`config.mk`:
```
export PLATFORM = sky130hd
export DESIGN_NAME = iss_sched
export DESIGN_NICKNAME = d
export VERILOG_FILES = /design/src/rtl/iss_sched.sv
export SDC_FILE = /design/constraint.sdc
export NUM_CORES = 1
export LEC_CHECK = 0
export CORE_UTILIZATION = 55
export DETAILED_ROUTE_END_ITERATION = 12
export PLACE_DENSITY = 0.95
export SLEW_MARGIN = 20
export SYNTH_ARGS = -nofsm -noshare
export SYNTH_HDL_FRONTEND = slang
export SYNTH_SLANG_ARGS = --single-unit
```
`constraint.sdc`:
```
create_clock -name clock -period 7.6 [get_ports clock]
set_input_delay 1.14 -clock clock [delete_from_list [all_inputs] [get_ports clock]]
set_output_delay 1.14 -clock clock [all_outputs]
set_load 0.02 [all_outputs]
```
`src/rtl/iss_sched.sv`:
```
// Issue scheduler: register scoreboard plus writeback-slot reservation for three pipelined units.
// Latency: dec_ready is combinational on registered state; unit enables appear one cycle after issue.
// Backpressure: dec_ready drops on RAW/WAW hazard or a writeback-slot clash; optional macro ISS_SCHED_STATS_EN builds a stall counter.
module iss_sched #(
    parameter int LAT_A0 = 4,
    parameter int LAT_M0 = 6,
    parameter int LAT_L0 = 3
) (
    input  logic        clock,
    input  logic        reset,
    input  logic        dec_valid,
    output logic        dec_ready,
    input  logic [1:0]  dec_fu,
    input  logic [4:0]  dec_rs,
    input  logic [4:0]  dec_rt,
    input  logic        dec_users,
    input  logic        dec_usert,
    input  logic [4:0]  dec_rd,
    input  logic        dec_writereg,
    input  logic        wb_oper,
    input  logic [4:0]  wb_regdest,
    output logic        iss_a0_oper,
    output logic        iss_m0_oper,
    output logic        iss_l0_oper,
    output logic [4:0]  iss_regdest,
    output logic        iss_writereg,
    output logic [31:0] stall_count
);

    localparam logic [2:0] LA = 3'(LAT_A0);
    localparam logic [2:0] LM = 3'(LAT_M0);
    localparam logic [2:0] LL = 3'(LAT_L0);

    logic [31:0] pending_q, pending_d;
    logic [7:0]  rsv_q, rsv_d;
    logic        a0_q, a0_d, m0_q, m0_d, l0_q, l0_d;
    logic [4:0]  regdest_q, regdest_d;
    logic        writereg_q, writereg_d;

    logic [2:0]  lat;
    logic        uses_slot;
    logic        raw_haz, waw_haz, slot_haz;
    logic        issue;

    // Decode the target unit's latency and evaluate hazards against registered state.
    always_comb begin
        lat       = 3'd0;
        uses_slot = 1'b0;
        case (dec_fu)
            2'd0: begin lat = LA; uses_slot = 1'b1; end
            2'd1: begin lat = LM; uses_slot = 1'b1; end
            2'd2: begin lat = LL; uses_slot = 1'b1; end
            default: begin lat = 3'd0; uses_slot = 1'b0; end
        endcase
        // pending_q[0] is held at zero, so r0 never produces a hazard.
        raw_haz   = (dec_users & pending_q[dec_rs]) | (dec_usert & pending_q[dec_rt]);
        waw_haz   = dec_writereg & pending_q[dec_rd];
        slot_haz  = uses_slot & rsv_q[lat];
        // Nothing issues while reset is asserted.
        dec_ready = dec_valid & ~reset & ~raw_haz & ~waw_haz & ~slot_haz;
        issue     = dec_ready;
    end

    // Next-state for scoreboard, reservation shift register and issue outputs.
    always_comb begin
        rsv_d = rsv_q >> 1;
        if (issue && uses_slot) begin
            rsv_d[lat - 3'd1] = 1'b1;
        end
        pending_d = pending_q;
        if (wb_oper) begin
            pending_d[wb_regdest] = 1'b0;
        end
        // Applied after the clear so a same-cycle set wins.
        if (issue && dec_writereg && (dec_rd != 5'd0)) begin
            pending_d[dec_rd] = 1'b1;
        end
        pending_d[0] = 1'b0;
        a0_d       = issue & (dec_fu == 2'd0);
        m0_d       = issue & (dec_fu == 2'd1);
        l0_d       = issue & (dec_fu == 2'd2);
        regdest_d  = issue ? dec_rd : 5'd0;
        writereg_d = issue & dec_writereg;
    end

    // State registers with synchronous reset.
    always_ff @(posedge clock) begin
        if (reset) begin
            pending_q  <= '0;
            rsv_q      <= '0;
            a0_q       <= 1'b0;
            m0_q       <= 1'b0;
            l0_q       <= 1'b0;
            regdest_q  <= '0;
            writereg_q <= 1'b0;
        end else begin
            pending_q  <= pending_d;
            rsv_q      <= rsv_d;
            a0_q       <= a0_d;
            m0_q       <= m0_d;
            l0_q       <= l0_d;
            regdest_q  <= regdest_d;
            writereg_q <= writereg_d;
        end
    end

    assign iss_a0_oper  = a0_q;
    assign iss_m0_oper  = m0_q;
    assign iss_l0_oper  = l0_q;
    assign iss_regdest  = regdest_q;
    assign iss_writereg = writereg_q;

`ifdef ISS_SCHED_STATS_EN
    logic [31:0] stall_q, stall_d;

    // Count every cycle an instruction is offered but held back; wraps naturally.
    always_comb begin
        stall_d = stall_q;
        if (dec_valid && !dec_ready) begin
            stall_d = stall_q + 32'd1;
        end
    end

    // Stall counter register.
    always_ff @(posedge clock) begin
        if (reset) begin
            stall_q <= '0;
        end else begin
            stall_q <= stall_d;
        end
    end

    assign stall_count = stall_q;
`else
    assign stall_count = 32'd0;
`endif

endmodule

```
==> results of run 1 <==
==> power by group <==
group	internal [mW]	switching [mW]	leakage, nW
Combinational	0.0341	0.0652	0.830
Clock	0.116	0.0863	0.0645
Sequential	0.255	0.00190	0.388
Total	0.405	0.153	1.28
==> flip-flops by register name, indices dropped and copies added, names as in the netlist <==
name	count
pending_q	31
iss_writereg	1
iss_a0_oper	1
iss_regdest	5
iss_m0_oper	1
iss_l0_oper	1
rsv_q	8
==> worst paths after layout <==
path | startpoint | endpoint
worst max-delay path | dec_rd[1] | dec_ready
worst max register to register | pending_q[31]$_SDFF_PP0_ | pending_q[14]$_SDFF_PP0_
worst min register to register | rsv_q[5]$_SDFF_PP0_ | rsv_q[4]$_SDFF_PP0_
worst min-delay path | rsv_q[5]$_SDFF_PP0_ | rsv_q[4]$_SDFF_PP0_
==> area by class of cell <==
cell class / instances / area share
well taps: 72 / 0.0257
clock inverters: 1 / 0.00857
flip-flops and latches: 48 / 0.274
repair buffers: 39 / 0.111
multi-input cells: 249 / 0.533
clock buffers: 7 / 0.0275
inverters: 19 / 0.0203
==> stage by stage <==
stage / cell area (um^2) / total power, mW / setup slack, ns / cells / hold WS, ns
final: 3510 / 0.559 / 2.36 / 435 / 0.465
after global routing: 3510 / 0.578 / 2.33 / 435 / 0.495
after detailed placement: 3380 / 0.359 / 2.53 / 427 / 0.455
after floorplan: 3240 / 0.338 / 3.42 / 370 / 0.423
after global placement: 3380 / 0.357 / 2.58 / 427 / 0.434
after CTS: 3510 / 0.556 / 2.44 / 435 / 0.463
==> metal layers <==
layer | share of wire | wire [um]
met5 | 0 | 0
met4 | 0.064 | 560
met3 | 0.14 | 1210
met2 | 0.43 | 3740
met1 | 0.37 | 3200
==> cell families after synthesis <==
kind of cell	count (synthesis)	share of synthesized area
compound gates	78	0.197
xor+xnor	1	0.00281
fa+ha+maj	6	0.0240
buf+inv	73	0.132
flops	48	0.308
mux	40	0.190
other cells	1	0.00120
simple gates	91	0.146
==> cells in the mapped netlist (all sizes together) (6+ instances only) <==
library cell  instances  area share
buf                  41       0.093
inv                  19       0.023
nand3                32       0.051
o31ai                 6       0.014
mux4                 15        0.11
nand3b                7       0.017
clkbuf               13       0.016
o211ai               17       0.041
mux2i                22       0.071
o22ai                 6       0.012
nor2                 15       0.018
o41ai                26       0.073
dfxtp                48        0.31
ha                    6       0.024
nand2                22       0.026
==> placed cells by master, fill, tap and decap left out, types with 7 or more instances in the layout <==
master                            instances
sky130_fd_sc_hd__nand3_1                 32
sky130_fd_sc_hd__mux4_2                  15
sky130_fd_sc_hd__nor2_1                  15
sky130_fd_sc_hd__conb_1                  33
sky130_fd_sc_hd__inv_1                   18
sky130_fd_sc_hd__mux2i_1                 22
sky130_fd_sc_hd__clkdlybuf4s50_1         38
sky130_fd_sc_hd__nand2_1                 22
sky130_fd_sc_hd__nand3b_1                 7
sky130_fd_sc_hd__clkbuf_8                 7
sky130_fd_sc_hd__o211ai_1                17
sky130_fd_sc_hd__dfxtp_1                 48
sky130_fd_sc_hd__o41ai_1                 26
==> impl_metrics.sql, run 1 <==
INSERT INTO impl_metrics (metric_group, metric, value, unit) VALUES
('run_status', 'outcome', 'finished clean', ''),
('routing', 'ant_nets', '0', ''),
('worst_setup_path', 'slowest_stage', 'sky130_fd_sc_hd__clkdlybuf4s50_1', ''),
('clock_network', 'cts_made_buffers', '5', ''),
('logic_synthesis', 'synth.ff_latch_count', '48', ''),
('worst_setup_path', 'worst_setup_path_start_kind', 'primary input', ''),
('sta', 'timing_hold_violations_final', '0', ''),
('sta', 'skew', '0.00906', 'ns'),
('logic_synthesis', 'synth.cell_area', '3120', 'um^2'),
('sta', 'clock.fmax', '191', 'MHz'),
('routing', 'iteration_0_drc_count_of_the_detailed_router', '462', ''),
('global_route', 'grtUsageMet2', '0.428', ''),
('power', 'powerDensity', '159', 'nW/um^2'),
('sta', 'fin_tns_setup', '0', 'ns'),
('finish', 'finalNetCount', '397', ''),
('sta', 'setup-violations-final', '0', ''),
('finish', 'antenna-diode-count', '0', ''),
('logic_synthesis', 'yosysUniqueCellTypes', '42', ''),
('global_route', 'grt_overflow', '0', ''),
('worst_setup_path', 'crit_required', '6.46', 'ns'),
('logic_synthesis', 'async_reset_ff_frac', '0', ''),
('clock_network', 'numClockSinks', '48', ''),
('logic_synthesis', 'synth.avg_cell_area', '9.24', 'um^2'),
('worst_setup_path', 'cp_num_buf_inv', '3', ''),
('power', 'power_leakage', '1.28', 'nW'),
('finish', 'area_growth', '12.3', '%'),
('clock_network', 'clock_insertion_delay_worst_skew', '0.31', 'ns'),
('clock_network', 'tritoncts', 'built', ''),
('flow_run', 'maxCapViolCount', '0', ''),
('floorplan', 'rows', '27', ''),
('worst_setup_path', 'critical_path.top_delay_family', 'buffers and inverters', ''),
('sta', 'tightest_slew', '0.965', 'ns'),
('worst_setup_path', 'r2r_slack', '5.08', 'ns'),
('finish', 'drive_gt1_frac', '0.0854', ''),
('logic_synthesis', 'post_synth_inst_count', '338', ''),
('clock_network', 'post_cts_buffers', '0', ''),
('sta', 'final_max_slew_viol_count', '0', ''),
('floorplan', 'io_pins', '71', ''),
('floorplan', 'die_width', '77.3', 'um'),
('global_route', 'grt_busiest_layer', 'met2', ''),
('logic_synthesis', 'synth_sequential_area_ratio', '0.308', ''),
('logic_synthesis', 'synth_edf_count', '0', ''),
('routing', 'wl_per_cell', '20.0', 'um'),
('global_route', 'fraction_of_met3_tracks_used_by_global_routing', '0.0894', ''),
('global_route', 'grt_first_pass_wirelength', '13900', 'um'),
('worst_setup_path', 'worst-endpoint-arrival', '4.10', 'ns'),
('logic_synthesis', 'ys_flop_type', 'sky130_fd_sc_hd__dfxtp_1', ''),
('sta', 'worst_relative_slew_slack', '0.355', ''),
('finish', 'multi_input_area', '1870', 'um^2'),
('min_path', 'min_path_cells', '1', ''),
('worst_setup_path', 'worstPathCellList', 'clkdlybuf4s50_1 > mux2i_1 > o22ai_1 > o22ai_1 > o221ai_1 > a21o_1 > inv_1 > clkdlybuf4s50_1', ''),
('placement', 'place.port_buffers', '38', ''),
('power', 'power.ir.vdd_worst', '0.0825', 'mV'),
('worst_setup_path', 'timing_worst_setup_path_type', 'in2out', ''),
('routing', 'totalWireLength', '8710', 'um'),
('sta', 'post_route_clock_period_utilization', '0.689', ''),
('floorplan', 'initial_utilization', '0.570', ''),
('sta', 'rsz0062_at_grt', 'false', ''),
('worst_setup_path', 'cp_max_fo', '17', ''),
('floorplan', 'chipHeight', '77.3', 'um'),
('routing', 'via_count', '2969', ''),
('global_route', 'first_global_vias', '2776', ''),
('finish', 'num-fill-cells', '411', ''),
('floorplan', 'dieArea', '5980', 'um^2'),
('clock_network', 'ctsRootBufferMaster', 'sky130_fd_sc_hd__clkbuf_8', ''),
('logic_synthesis', 'yosys_warnings', '0', ''),
('placement', 'dpl.hpwl', '6120', 'um'),
('worst_setup_path', 'cp_slowest_stage_delay', '1.11', 'ns'),
('global_route', 'gr-usage-met1', '0.384', ''),
('min_path', 'hp-class', 'reg2reg', ''),
('routing', 'firstDrtPassIters', '5', '');
No activity file was read; power rests on OpenSTA's default activity.
==> inputs of run 2 (changes only) <==
--- a/config.mk
+++ b/config.mk
@@ -5,9 +5,9 @@
 export SDC_FILE = /design/constraint.sdc
 export NUM_CORES = 1
 export LEC_CHECK = 0
-export CORE_UTILIZATION = 55
+export CORE_UTILIZATION = 46
 export DETAILED_ROUTE_END_ITERATION = 12
-export PLACE_DENSITY = 0.95
+export PLACE_DENSITY = 0.88
 export SLEW_MARGIN = 20
 export SYNTH_ARGS = -nofsm -noshare
 export SYNTH_HDL_FRONTEND = slang
==> constraint.sdc (replaced) <==
create_clock -name clock -period 4.36 [get_ports clock]
set_input_delay 0.654 -clock clock [delete_from_list [all_inputs] [get_ports clock]]
set_output_delay 0.654 -clock clock [all_outputs]
set_load 0.02 [all_outputs]
==> run 2 against run 1 <==
The flow now finishes with violations (DRC). Power increased by 81%. Critical path type unchanged. Non-clock buffer count increased by 6. Worst setup slack got worse by 2.2 ns. Clock-buffer cell count decreased by 2. Clock skew increased by 0.0043 ns. Die area increased by 19%. Flip-flop and latch count unchanged. Highest routed layer unchanged. Worst hold slack improved by 0.011 ns. Register-to-register slack got worse by 3.2 ns.
==> impl_metrics.sql, run 2 (same netlist as run 1, synthesis figures left out) <==
INSERT INTO impl_metrics (metric_group, metric, value, unit) VALUES
('run_status', 'outcome', 'finished, violations left', ''),
('run_status', 'violations_in_the_final_reports', 'DRC', ''),
('floorplan', 'dieArea', '7120', 'um^2'),
('finish', 'regMostFlops', 'pending_q', ''),
('sta', 'skew', '0.0133', 'ns'),
('floorplan', 'chipHeight', '84.4', 'um'),
('sta', 'fin_tns_setup', '0', 'ns'),
('clock_network', 'cts-root-to-sink-buffers', '2', ''),
('global_route', 'grt_antenna_before_repair', '0', ''),
('sta', 'setup-violations-final', '0', ''),
('finish', 'flip_flop_count_of_the_largest_register_all_copies_and_words_added', '31', ''),
('power', 'intPower', '738', 'uW'),
('clock_network', 'hold_buffers', '0', ''),
('clock_network', 'cts_made_buffers', '5', ''),
('routing', 'wl_per_cell', '18.6', 'um'),
('finish', 'layout_common_cells', 'sky130_fd_sc_hd__dfxtp_1, sky130_fd_sc_hd__clkdlybuf4s50_1, sky130_fd_sc_hd__conb_1', ''),
('power', 'power_frac_clock', '0.382', ''),
('routing', 'via_count', '2838', ''),
('min_path', 'hp-class', 'reg2reg', ''),
('clock_network', 'clock_insertion_delay_worst_skew', '0.31', 'ns'),
('global_route', 'grt_first_pass_wirelength', '13200', 'um'),
('worst_setup_path', 'critPathCaptureType', 'output port', ''),
('flow_run', 'maxCapViolCount', '0', ''),
('finish', 'layout.cells.most_common', 'sky130_fd_sc_hd__dfxtp_1', ''),
('sta', 'final.hold.worst_slack', '0.476', 'ns'),
('floorplan', 'die_width', '84.4', 'um'),
('power', 'power.ir.vdd_worst', '0.174', 'mV'),
('worst_setup_path', 'worstPathCellList', 'clkdlybuf4s50_1 > inv_1 > ha_1 > nor2_1 > mux4_2 > nor2_1 > o311a_1 > nand3_1 > a21o_1 > inv_1 > clkdlybuf4s50_1', ''),
('global_route', 'grt_total_usage', '0.236', ''),
('routing', 'top_layer', 'met4', ''),
('routing', 'met3_wirelength', '839', 'um'),
('clock_network', 'htree_levels', '2', ''),
('worst_setup_path', 'timing_worst_setup_path_type', 'in2out', ''),
('finish', 'drive_gt1_frac', '0.0976', ''),
('sta', 'rsz0062_at_grt', 'false', ''),
('routing', 'totalWireLength', '8310', 'um'),
('worst_setup_path', 'cp_max_fo', '5', ''),
('sta', 'final_critical_path_required_period', '4.20', 'ns'),
('placement', 'postPlaceCellArea', '3430', 'um^2'),
('global_route', 'grt_overflow', '0', ''),
('power', 'power.sequential.fraction', '0.444', ''),
('routing', 'drc', '6', ''),
('power', 'powerDensity', '283', 'nW/um^2'),
('power', 'netSwitchingPower', '272', 'uW'),
('power', 'power.share.combinational', '0.174', ''),
('worst_setup_path', 'crit_required', '3.71', 'ns'),
('routing', 'met2_wirelength', '3840', 'um'),
('clock_network', 'post_cts_buffers', '0', ''),
('power', 'switching_share', '0.269', ''),
('clock_network', 'ctsRootBufferMaster', 'sky130_fd_sc_hd__clkbuf_8', ''),
('worst_setup_path', 'slowest_stage', 'sky130_fd_sc_hd__clkdlybuf4s50_1', ''),
('finish', 'finalNetCount', '403', ''),
('clock_network', 'numClockSinks', '48', ''),
('sta', 'worst_relative_slew_slack', '0.515', ''),
('routing', 'iteration_0_drc_count_of_the_detailed_router', '459', ''),
('finish', 'final_design_area_no_fill', '3570', 'um^2'),
('sta', 'final_max_slew_viol_count', '0', ''),
('routing', 'firstDrtPassIters', '10', ''),
('clock_network', 'tritoncts', 'built', ''),
('power', 'power_leakage', '1.32', 'nW'),
('worst_setup_path', 'cp_slowest_stage_delay', '0.59', 'ns'),
('placement', 'dpl.hpwl', '6050', 'um'),
('clock_network', 'cts_repair_resize_count', '0', ''),
('floorplan', 'io_pins', '71', ''),
('worst_setup_path', 'worst_setup_path_start_kind', 'primary input', ''),
('placement', 'place.port_buffers', '38', ''),
('worst_setup_path', 'worst-endpoint-arrival', '3.55', 'ns'),
('sta', 'clock.fmax', '238', 'MHz'),
('sta', 'timing_hold_violations_final', '0', ''),
('routing', 'route.layer.met1.wl', '3370', 'um'),
('global_route', 'first_global_vias', '2621', ''),
('finish', 'num-fill-cells', '559', ''),
('routing', 'route.detailed.vias_per_inst', '6.36', ''),
('floorplan', 'initial_utilization', '0.483', ''),
('finish', 'area_growth', '14.3', '%'),
('clock_network', 'clk_transition_reported_paths', '0.09', 'ns'),
('finish', 'antenna-diode-count', '0', ''),
('placement', 'globalplace.congestion', '0.934', ''),
('sta', 'tightest_slew', '0.725', 'ns'),
('sta', 'post_route_clock_period_utilization', '0.963', ''),
('floorplan', 'placeableCoreArea', '6460', 'um^2'),
('floorplan', 'rows', '29', ''),
('routing', 'ant_nets', '0', ''),
('global_route', 'pin_count_of_the_biggest_net_entering_global_routing', '48', '');
[run 2: cell count changes in the layout (fill, tap and decap cells not counted)]
cell	previous run	this run
sky130_fd_sc_hd__inv_1	18	19
sky130_fd_sc_hd__buf_4	1	7
sky130_fd_sc_hd__bufinv_16	1	2
sky130_fd_sc_hd__inv_6	0	1
sky130_fd_sc_hd__clkbuf_8	7	5
sky130_fd_sc_hd__inv_2	1	0
[run 2: through the flow]
stage	cells	utilization	worst slack [ns]	total power, mW
floorplan	370	-	1.15	0.589
global placement	438	0.531	0.330	0.625
detailed placement	438	0.531	0.222	0.630
CTS	446	0.552	0.176	1.01
global route	446	0.552	0.0134	1.04
finish	446	0.552	0.160	1.01
[run 2: path summary, 6_finish.rpt]
path                                   end                      from  depth (start not counted)  slack [ns]
setup / recovery                 dec_ready                 dec_fu[0]                         11        0.16
hold / removal         rsv_q[2]$_SDFF_PP0_       rsv_q[3]$_SDFF_PP0_                          1        0.48
setup reg to reg  pending_q[27]$_SDFF_PP0_  pending_q[22]$_SDFF_PP0_                          8        1.87
hold reg to reg        rsv_q[2]$_SDFF_PP0_       rsv_q[3]$_SDFF_PP0_                          1        0.48
[run 2: critical path, delay by kind of cell]
kind	cells	cell delay (ns)
buffers and inverters	4	1.31
AND/OR/NAND/NOR	3	0.55
AO/OA/AOI/OAI	2	0.41
multiplexers	1	0.36
adder cells (fa/ha/maj)	1	0.25
[run 2: power by group through the flow]
stage / clock network (mW) / logic, mW / registers, mW
2_1_floorplan: 0 / 0.128 / 0.461
3_3_place_gp: 0 / 0.168 / 0.458
3_5_place_dp: 0 / 0.172 / 0.458
4_1_cts: 0.390 / 0.174 / 0.448
5_1_grt: 0.407 / 0.188 / 0.449
6_report: 0.385 / 0.176 / 0.448
[run 2: cell type report]
| type | instances | area (um^2) | share of cell area |
|---|---|---|---|
| multi-input combinational | 249 | 1870 | 0.524 |
| sequential | 48 | 961 | 0.269 |
| timing repair buffer | 45 | 433 | 0.121 |
| tap | 77 | 96.3 | 0.0270 |
| inverter | 19 | 71.3 | 0.0200 |
| clock buffer | 5 | 68.8 | 0.0193 |
| clock inverter | 3 | 68.8 | 0.0193 |
[run 2: routing by layer]
metal,vias to the layer above,global-route usage
met5,-,0
met4,0,0.103
met3,24,0.0551
met2,186,0.382
met1,1343,0.304
li1,1285,-
==> inputs of run 3 (changes only) <==
--- a/config.mk
+++ b/config.mk
@@ -7,6 +7,7 @@
 export LEC_CHECK = 0
 export CORE_UTILIZATION = 46
 export DETAILED_ROUTE_END_ITERATION = 12
+export HOLD_SLACK_MARGIN = 0.03
 export PLACE_DENSITY = 0.88
 export SLEW_MARGIN = 20
 export SYNTH_ARGS = -nofsm -noshare
==> results of run 3 <==
The final DEF is identical to that of run 2; final timing and power are the same.
